<file path="src/rtl/silife_spi_ctrl.sv">
// silife_spi_ctrl
// ---------------
// SPI mode-0 control slave for the Game-of-Life user project. The external
// SPI pins are oversampled by the system clock. Each transaction is turned
// into single-cycle read/write strobes toward the grid/display register file.
//
// Transaction format (cs low for the whole transaction):
//   byte 0      : command, bit7 = 1 write / 0 read, bits6:0 = start address
//   bytes 1..N  : data; the address auto-increments modulo 128 per byte
//
// Register-file interface protocol (this block is always the initiator):
//   reg_we : one-cycle strobe. reg_addr and reg_wdata are valid in that
//            cycle. reg_addr increments on the following cycle.
//   reg_re : one-cycle strobe. reg_addr is valid in that cycle.
//            reg_rdata must be valid on the next cycle and is captured then.
//   There is no back-pressure. reg_we and reg_re are never high together.
//
// Ports:
//   clock, resetb          system clock (rising edge), async active-low reset
//   spi_cs/sck/din         SPI pins, asynchronous to clock
//   spi_dout, spi_dout_oe  MISO and its pad output enable
//   reg_addr/wdata/we/re   register-file request side
//   reg_rdata              register-file read data
//
// The FSM state is held in state_q so that checkers can observe it.
module silife_spi_ctrl #(
  parameter int SYNC_STAGES = 2
) (
  input  logic       clock,
  input  logic       resetb,
  input  logic       spi_cs,
  input  logic       spi_sck,
  input  logic       spi_din,
  output logic       spi_dout,
  output logic       spi_dout_oe,
  output logic [6:0] reg_addr,
  output logic [7:0] reg_wdata,
  output logic       reg_we,
  output logic       reg_re,
  input  logic [7:0] reg_rdata
);

  // A synchronizer needs at least two flops.
  localparam int NS = (SYNC_STAGES < 2) ? 2 : SYNC_STAGES;

  typedef enum logic [1:0] {
    ST_IDLE  = 2'd0,
    ST_CMD   = 2'd1,
    ST_WRITE = 2'd2,
    ST_READ  = 2'd3
  } state_t;

  state_t state_q, state_d;

  // ---------------------------------------------------------------------------
  // Input synchronizers and sck edge detection
  // ---------------------------------------------------------------------------
  logic [NS-1:0] cs_sync;
  logic [NS-1:0] sck_sync;
  logic [NS-1:0] din_sync;
  logic          sck_prev;

  always_ff @(posedge clock or negedge resetb) begin
    if (!resetb) begin
      cs_sync  <= '1;
      sck_sync <= '0;
      din_sync <= '0;
      sck_prev <= 1'b0;
    end else begin
      cs_sync  <= {cs_sync[NS-2:0], spi_cs};
      sck_sync <= {sck_sync[NS-2:0], spi_sck};
      din_sync <= {din_sync[NS-2:0], spi_din};
      sck_prev <= sck_sync[NS-1];
    end
  end

  logic cs_s, sck_s, din_s;
  logic sck_rise, sck_fall;

  assign cs_s     = cs_sync[NS-1];
  assign sck_s    = sck_sync[NS-1];
  assign din_s    = din_sync[NS-1];
  assign sck_rise = sck_s & ~sck_prev;
  assign sck_fall = ~sck_s & sck_prev;

  // ---------------------------------------------------------------------------
  // Byte assembly
  // ---------------------------------------------------------------------------
  logic [2:0] bit_cnt;
  logic [6:0] shift_in;   // the first seven bits of the byte in progress
  logic [7:0] rx_byte;    // complete byte, valid while byte_done is high
  logic       byte_done;

  assign rx_byte   = {shift_in, din_s};
  assign byte_done = ~cs_s & (state_q != ST_IDLE) & sck_rise & (bit_cnt == 3'd7);

  // ---------------------------------------------------------------------------
  // FSM
  // ---------------------------------------------------------------------------
  always_ff @(posedge clock or negedge resetb) begin
    if (!resetb) begin
      state_q <= ST_IDLE;
    end else begin
      state_q <= state_d;
    end
  end

  always_comb begin
    state_d = state_q;
    if (cs_s) begin
      // Deselect ends the transaction in any state. A partial byte is dropped.
      state_d = ST_IDLE;
    end else begin
      case (state_q)
        ST_IDLE: state_d = ST_CMD;
        ST_CMD:  if (byte_done) state_d = rx_byte[7] ? ST_WRITE : ST_READ;
        default: state_d = state_q;
      endcase
    end
  end

  // ---------------------------------------------------------------------------
  // Datapath: strobes, address and read shift register
  // ---------------------------------------------------------------------------
  logic       rd_cap;     // reg_rdata is valid this cycle
  logic [7:0] tx_shift;
  logic       dout_q;

  always_ff @(posedge clock or negedge resetb) begin
    if (!resetb) begin
      bit_cnt   <= 3'd0;
      shift_in  <= 7'd0;
      reg_addr  <= 7'd0;
      reg_wdata <= 8'd0;
      reg_we    <= 1'b0;
      reg_re    <= 1'b0;
      rd_cap    <= 1'b0;
      tx_shift  <= 8'd0;
      dout_q    <= 1'b0;
    end else begin
      reg_we <= 1'b0;
      reg_re <= 1'b0;
      rd_cap <= reg_re;

      // Post-write address increment, one cycle after the strobe.
      if (reg_we) reg_addr <= reg_addr + 7'd1;

      if (state_q == ST_IDLE || cs_s) begin
        bit_cnt  <= 3'd0;
        shift_in <= 7'd0;
      end else if (sck_rise) begin
        bit_cnt <= bit_cnt + 3'd1;   // wraps 7 -> 0 on the byte's last bit
        if (state_q != ST_READ) shift_in <= {shift_in[5:0], din_s};
      end

      if (byte_done) begin
        case (state_q)
          ST_CMD: begin
            reg_addr <= rx_byte[6:0];
            reg_re   <= ~rx_byte[7];
          end
          ST_WRITE: begin
            reg_wdata <= rx_byte;
            reg_we    <= 1'b1;
          end
          ST_READ: begin
            // Prefetch for the next byte, so the address moves first.
            reg_addr <= reg_addr + 7'd1;
            reg_re   <= 1'b1;
          end
          default: ;
        endcase
      end

      // Each sck fall presents the next bit. The shift register MSB moves to
      // the output flop on the fall. A freshly loaded byte therefore appears
      // bit7-first on the fall that follows the load.
      if (state_q != ST_READ) begin
        tx_shift <= 8'd0;
        dout_q   <= 1'b0;
      end else if (rd_cap) begin
        tx_shift <= reg_rdata;
      end else if (sck_fall) begin
        dout_q   <= tx_shift[7];
        tx_shift <= {tx_shift[6:0], 1'b0};
      end
    end
  end

  assign spi_dout    = dout_q & (state_q == ST_READ);
  assign spi_dout_oe = ~cs_s;

endmodule

</file>
<file path="config.mk">
export PLATFORM = sky130hd
export DESIGN_NAME = silife_spi_ctrl
export DESIGN_NICKNAME = d
export VERILOG_FILES = /design/src/rtl/silife_spi_ctrl.sv
export SDC_FILE = /design/constraint.sdc
export NUM_CORES = 1
export LEC_CHECK = 0
export ABC_AREA = 1
export CORE_ASPECT_RATIO = 0.6
export CORE_MARGIN = 8
export CORE_UTILIZATION = 40
export CTS_CLUSTER_DIAMETER = 80
export DETAILED_ROUTE_END_ITERATION = 6
export HOLD_SLACK_MARGIN = 0.15
export PLACE_DENSITY = 0.64
export SLEW_MARGIN = 20
export SYNTH_ARGS = -nofsm -noshare
export SYNTH_HDL_FRONTEND = slang
export SYNTH_SLANG_ARGS = --single-unit
</file>
<file path="constraint.sdc">
create_clock -name clock -period 4.1 [get_ports clock]
set_clock_uncertainty 0.1 [all_clocks]
set_input_delay 0.41 -clock clock [delete_from_list [all_inputs] [get_ports clock]]
set_output_delay 0.41 -clock clock [all_outputs]
set_load 0.05 [all_outputs]
</file>
Word level (Yosys, flattened, before mapping)
Cells that the tools add are included.
Word-level totals
  flip-flop bits (word level): 46
  word-level logic and storage cells: 67
Cells by class
  add/sub/neg operators: 2
  equal/unequal tests: 7
  multiplexer cells: 22
  bitwise operators: 10
  reductions and logical operators: 12
Operator list (count)
  7-bit 2-to-1 mux: 5
  8-bit 2-to-1 mux: 3
  7-bit case mux with 2 select lines: 1
  2-bit AND reduction: 4
  2-bit nonzero test: 4
  7-bit by 1-bit adder with 7-bit output (second input constant): 1
  1-bit 2-to-1 mux: 7
  1-bit bitwise AND: 6
  3-bit 2-to-1 mux: 2
  3-bit nonzero test: 2
  2-bit == test (second input constant): 2
  2-bit 2-to-1 mux: 2
  1-bit inverter: 4
  2-bit case mux with 2 select lines: 1
  3-bit by 1-bit adder with 3-bit output (second input constant): 1
  3-bit == test (second input constant): 1
  3-bit inequality test (second input constant): 1
  2-bit by 1-bit == test with 1-bit output (second input constant): 1
  2-bit logical NOT: 1
  2-bit by 1-bit inequality test with 1-bit output (second input constant): 1
  2-bit inequality test (second input constant): 1
  1-bit case mux with 2 select lines: 1
  1-bit logical OR: 1

Logic depth before layout (Yosys ltp)
Gate-level depths: netlist (run 1).
  depth in word-level cells: 7
  mapped depth: 9

Least setup slack after synthesis (run 1)
Ideal clock, no wire load.
  kind: reg2out
  start point: register state_q[0]
  end point: output spi_dout
  data arrival time: 1.234 ns
  data required time: 3.590 ns
  setup slack: 2.356 ns
  cell stages (with the launch flop): 3
  path buffers: 0
  path through: dfrtp_1 nand2_1 nor2_1
Between the ends
  cells in the longest elaborated chain, start to end: 2
Ends and longest elaborated chain
  from (decl): RTL line 53  | state_t state_q, state_d;
  from (signal assigned): RTL line 104  | state_q <= state_d;
  2-bit == test: RTL line 190  | assign spi_dout = dout_q & (state_q == ST_READ);
  1-bit bitwise AND: RTL line 190
  to (decl): RTL line 34  | output logic spi_dout,
No other way between the ends.

Final worst setup path (run 1)
Same ends and word-level chain as after synthesis.

==> results.sh, run 1 <==
export IMPL_outcome="finished, final reports clean"
export IMPL_drt_initial_drc_count=142
export IMPL_syn_nets=266
export IMPL_layout_worst_path_cycle_share_pct=59.1
export IMPL_path_buf_inv=1
export IMPL_grt_max_degree=47
export IMPL_max_freq_mhz=412
export IMPL_grtUsageMet2_pct=16.2
export IMPL_path_clk_slew_ps=90
export IMPL_diodes=0
export IMPL_ys_ff_latch=46
export IMPL_fin_util_pct=51.1
export IMPL_placed_area_um2=2530
export IMPL_endpoint_kind="primary output"
export IMPL_worstSetupPathType="reg2out"
export IMPL_antenna_found_initial=0
export IMPL_fin_total_pwr_uw=805
export IMPL_grt_total_usage_pct=11.8
export IMPL_peakVddDrop_uv=179
export IMPL_maxCapViolations=0
export IMPL_die_height_um=73.2
export IMPL_core_area_um2=5150
export IMPL_use_met3_pct=4.60
export IMPL_synthTopCellsByArea="dfrtp_1 (50%), nand2_1 (12%), o21ai_0 (6.0%)"
export IMPL_cts_resized=0
export IMPL_placement_io_buffers=31
export IMPL_pre_cts_ws_ps=1990
export IMPL_fill_cells=491
export IMPL_final_nets=299
export IMPL_layout_min_cycle_time_ps=2420
export IMPL_grt_pass1_wl_um=8020
export IMPL_syn_area_um2=2180
export IMPL_vias=1714
export IMPL_crit_family="buffers and inverters"
export IMPL_cts_tree="yes"
export IMPL_crit_path_max_incr_delay_ps=820
export IMPL_yosys_area_top_type="dfrtp_1"
export IMPL_syn_avg_cell_area_um2=8.73
export IMPL_slew_violations=0
export IMPL_worstMarginPinSlew_ps=581
export IMPL_met1_usage_pct=17.2
export IMPL_path_cells="nand2_1 -> nor2_1 -> clkdlybuf4s50_1"
export IMPL_rrSetupSlack_ps=2210
export IMPL_cts_buffer_depth=2
export IMPL_ant_nets=0
export IMPL_fin_cells=350
export IMPL_ys_top_cells_by_count="nand2_1 (72), dfrtp_1 (44), inv_1 (28)"
export IMPL_cp_arrival_ps=1910
export IMPL_r2r_cells=5
export IMPL_initial_core_util_pct=42.3
export IMPL_path_depth=3
export IMPL_powerDensity_nw_per_um2=306
export IMPL_synth_seq_area_share_pct=52.9
export IMPL_yosys_warnings=0
export IMPL_synth_top_area_share_pct=50.5
export IMPL_synth_most_common_cell="nand2_1"
export IMPL_slew_headroom_pct=61.3
export IMPL_drc=0
export IMPL_cp_required_ps=3590
export IMPL_rsz0062_at_grt="false"
export IMPL_cp_start_kind="flop"
export IMPL_grt_overflow_total=0
export IMPL_numCtsBuffers=5
export IMPL_fin_hold_ws_ps=254
export IMPL_rows=20
export IMPL_synth_edf_count=0
export IMPL_drive_gt1_share_pct=9.51
export IMPL_die_area_um2=8150
export IMPL_fin_tns_setup_ps=0
export IMPL_crit_start="state_q[0]"
export IMPL_avgRoutedWirePerCell_um=13.0
export IMPL_fin_area_um2=2640
export IMPL_syn2layout_area_growth_pct=20.8
export IMPL_die_w_um=111
export IMPL_post_cts_repair_setup_buffers=0
export IMPL_setup_viol=0
export IMPL_pin_count=32
export IMPL_hold_class="reg2reg"
export IMPL_r2r_start="state_q[0]"
export IMPL_multi_input_area_um2=878
export IMPL_crit_end="spi_dout"
export IMPL_setup_ws_ps=1680
export IMPL_cp_max_fo=7
export IMPL_synth_main_ff_cell="dfrtp_1"
export IMPL_gp_routability_congestion=0.796
export IMPL_r2r_end="tx_shift[1]"
export IMPL_dp_cells=341
export IMPL_vias_per_cell=4.90
export IMPL_clock_sinks=46
export IMPL_busiest_layer="met1"
export IMPL_ys_types=27
export IMPL_htree_num_levels=2
export IMPL_insertion_delay_ps=290
export IMPL_netlist_instances=250
export IMPL_leakagePower_nw=1.24
export IMPL_final_hold_violation_count=0
export IMPL_synthArstFlopShare_pct=100
export IMPL_regArea_um2=1150
export IMPL_grt_pass1_vias=1585
export IMPL_firstDrtPassIters=4
export IMPL_routed_wl_um=4540
export IMPL_root_buffer="clkbuf_8"
export IMPL_dpl_hpwl_um=3390
export IMPL_cp_slowest_cell="clkdlybuf4s50_1"
## worst min-delay path by stage
stage,startpoint,end,slack [ps],cells after the start
after floorplan,resetb,bit_cnt[0],10,0
after global placement,sck_sync[0],sck_sync[1],230,0
after detailed placement,din_sync[0],din_sync[1],240,0
after CTS,resetb,din_sync[0],220,1
after global routing,cs_sync[0],cs_sync[1],260,0
final,din_sync[0],din_sync[1],250,0
## state kept, by name (all words and copies together), names as in the netlist, 2 cells and up
register / flops
state_q: 2
reg_wdata: 8
cs_sync: 2
reg_addr: 7
tx_shift: 8
din_sync: 2
sck_sync: 2
bit_cnt: 3
shift_in: 7
## routing by layer
metal | wire length (µm) | vias up
met2 | 1890 | 39
met1 | 2350 | 792
met5 | 0 | -
li1 | - | 881
met3 | 288 | 2
met4 | 14 | 0
## cells by family (layout without fill, tap and decap cells)
logic type / count (synthesis) / count (layout) / share of synthesized area (%)
compound gates: 53 / 53 / 15.0
xor+xnor: 2 / 2 / 0.803
fa+ha+maj: 3 / 3 / 1.72
buf+inv: 35 / 69 / 6.88
flops: 46 / 46 / 52.9
simple gates: 111 / 111 / 22.8
## area by class of cell
type,instances,area share (%)
Multi-Input combinational cell,169,33.3
Clock inverter,1,0.332
Clock buffer,7,3.27
Sequential cell,46,43.8
Inverter,29,4.13
Tap cell,66,3.13
Timing Repair Buffer,32,12.1
## power breakdown
group | total (mW) | leakage, nW | internal (mW) | switching (mW)
logic | 0.0431 | 0.573 | 0.0181 | 0.0250
registers | 0.472 | 0.620 | 0.464 | 0.00795
clock network | 0.291 | 0.0489 | 0.139 | 0.151
total | 0.805 | 1.24 | 0.621 | 0.184
## layout by cell type (no fill, tap or decap)
| cell | n |
|---|---|
| nand2_1 | 72 |
| dfrtp_1 | 44 |
| clkdlybuf4s50_1 | 30 |
| inv_1 | 28 |
| o21ai_0 | 26 |
| nand3_1 | 18 |
| nor2_1 | 12 |
| o21ai_2 | 8 |
| o31ai_1 | 6 |
| clkbuf_8 | 6 |
| a21oi_1 | 5 |
| o21bai_1 | 3 |
| o22ai_1 | 3 |
| ha_1 | 3 |
| nand2_4 | 2 |
| o211ai_1 | 2 |
| nand2_2 | 2 |
| dfstp_2 | 2 |
| nor2_2 | 1 |
| nor2_4 | 1 |
| nor2_8 | 1 |
| nand4_2 | 1 |
| nand4_1 | 1 |
| xnor2_1 | 1 |
| xor2_1 | 1 |
| inv_2 | 1 |
| clkbuf_1 | 1 |
| inv_6 | 1 |
| dlygate4sd3_1 | 1 |
| buf_4 | 1 |
## repair_timing
item,in CTS,in global routing
setup endpoints to repair,0,0
hold endpoints to repair,0,44
hold buffers,0,1
Note: power is estimated with default switching activity, not from simulation.
==> run 2: changes to the inputs <==
Settings changed: PLACE_DENSITY 0.64 to 0.66.
Clock period 4.1 ns to 2.1 ns, I/O delays scaled along.
==> results.sh, run 2 (synthesis results as in run 1) <==
export IMPL_outcome="finished, final reports clean"
export IMPL_r2r_cells=8
export IMPL_holdPathStages=1
export IMPL_fin_cells=352
export IMPL_insertion_delay_ps=290
export IMPL_rows=20
export IMPL_syn2layout_area_growth_pct=21.7
export IMPL_clock_sinks=46
export IMPL_layout_worst_path_cycle_share_pct=95.6
export IMPL_endpoint_kind="primary output"
export IMPL_leakagePower_nw=1.26
export IMPL_rsz0062_at_grt="false"
export IMPL_switching_share_pct=22.1
export IMPL_path_clk_slew_ps=80
export IMPL_crit_path_max_incr_delay_ps=880
export IMPL_cp_max_fo=9
export IMPL_cp_slowest_cell="clkdlybuf4s50_1"
export IMPL_root_buffer="clkbuf_8"
export IMPL_layout_min_cycle_time_ps=2010
export IMPL_largestRegisters="reg_wdata (8), tx_shift (8)"
export IMPL_dpl_hpwl_um=3490
export IMPL_vias=1699
export IMPL_placement_io_buffers=31
export IMPL_final_common_cell="nand2_1"
export IMPL_maxCapViolations=0
export IMPL_routed_wl_um=4520
export IMPL_final_cell_mix="nand2_1 (72), dfrtp_1 (44), clkdlybuf4s50_1 (29)"
export IMPL_path_buf_inv=1
export IMPL_worstSetupPathType="reg2out"
export IMPL_final_hold_violation_count=0
export IMPL_cts_tree="yes"
export IMPL_max_freq_mhz=498
export IMPL_fin_tns_setup_ps=0
export IMPL_core_area_um2=5150
export IMPL_fin_util_pct=51.5
export IMPL_cts_buffer_depth=2
export IMPL_avgRoutedWirePerCell_um=12.8
export IMPL_cts_resized=0
export IMPL_antenna_found_initial=0
export IMPL_dp_cells=343
export IMPL_grt_pass1_vias=1634
export IMPL_combPwrFrac_pct=5.7
export IMPL_ant_nets=0
export IMPL_cp_start_kind="flop"
export IMPL_post_cts_repair_setup_buffers=0
export IMPL_final_nets=301
export IMPL_grtUsageMet2_pct=16.4
export IMPL_cp_required_ps=1790
export IMPL_gp_routability_congestion=0.802
export IMPL_powerDensity_nw_per_um2=585
export IMPL_numCtsBuffers=5
export IMPL_crit_family="buffers and inverters"
export IMPL_htree_num_levels=2
export IMPL_p_int_mw=1.21
export IMPL_grt_overflow_total=0
export IMPL_diodes=0
export IMPL_seqPwrFrac_pct=59.3
export IMPL_drive_gt1_share_pct=10.5
export IMPL_die_height_um=73.2
export IMPL_peakVddDrop_uv=328
export IMPL_p_switching_uw=344
export IMPL_pin_count=32
export IMPL_grt_total_usage_pct=11.8
export IMPL_cp_arrival_ps=1700
export IMPL_die_area_um2=8150
export IMPL_grt_pass1_wl_um=7960
export IMPL_setup_viol=0
export IMPL_met1_usage_pct=16.9
export IMPL_clkPwrFrac_pct=35.0
export IMPL_drt_initial_drc_count=62
export IMPL_slew_headroom_pct=65.8
export IMPL_busiest_layer="met1"
export IMPL_firstDrtPassIters=4
export IMPL_hold_class="in2reg"
export IMPL_cts_hold_buf=1
export IMPL_worstMarginPinSlew_ps=512
export IMPL_path_depth=1
export IMPL_die_w_um=111
export IMPL_use_met3_pct=3.69
export IMPL_grt_max_degree=26
export IMPL_vias_per_cell=4.83
export IMPL_slew_violations=0
export IMPL_path_cells="clkdlybuf4s50_1"
export IMPL_initial_core_util_pct=42.3
export IMPL_drc=0
run 2: power groups by stage:
| stage | logic (mW) | clock network [mW] | registers, mW |
|---|---|---|---|
| 2_1_floorplan | 0.0375 | 0 | 0.935 |
| 3_3_place_gp | 0.0888 | 0 | 0.937 |
| 3_5_place_dp | 0.0901 | 0 | 0.938 |
| 4_1_cts | 0.0923 | 0.562 | 0.921 |
| 5_1_grt | 0.101 | 0.600 | 0.924 |
| 6_report | 0.0892 | 0.544 | 0.921 |
run 2: metrics by stage:
stage          area, µm²  hold slack, ps  power [mW]  setup WS, ps
3_5_place_dp        2550             112        1.03           407
5_1_grt             2660             219        1.63          52.2
2_1_floorplan       2180            -186       0.972           380
4_1_cts             2660             218        1.58          86.1
3_3_place_gp        2550             116        1.03           425
6_report            2660             227        1.55          92.9
run 2: final cells by class:
class,instances,area [µm²]
clock inverters,1,5.00
inverters,29,109
repair buffers,34,340
multi-input cells,169,878
flip-flops and latches,46,1150
well taps,66,82.6
fillers,486,2500
clock buffers,7,86.3
run 2: path summary, 6_finish.rpt:
kind / slack [ps] / startpoint / end
min: 230 / spi_cs / cs_sync[0]
max: 90 / reg_we / reg_we
max in group asynchronous: 1000 / resetb / cs_sync[1]
min in group asynchronous: 320 / resetb / tx_shift[1]
min reg2reg: 250 / sck_sync[0] / sck_sync[1]
max reg2reg: 490 / bit_cnt[0] / reg_wdata[5]
run 2: per-layer routing:
metal / vias to the layer above / wire [µm]
met1: 778 / 2400
met2: 32 / 1830
met3: 5 / 264
li1: 884 / -
met4: 0 / 28
met5: - / 0
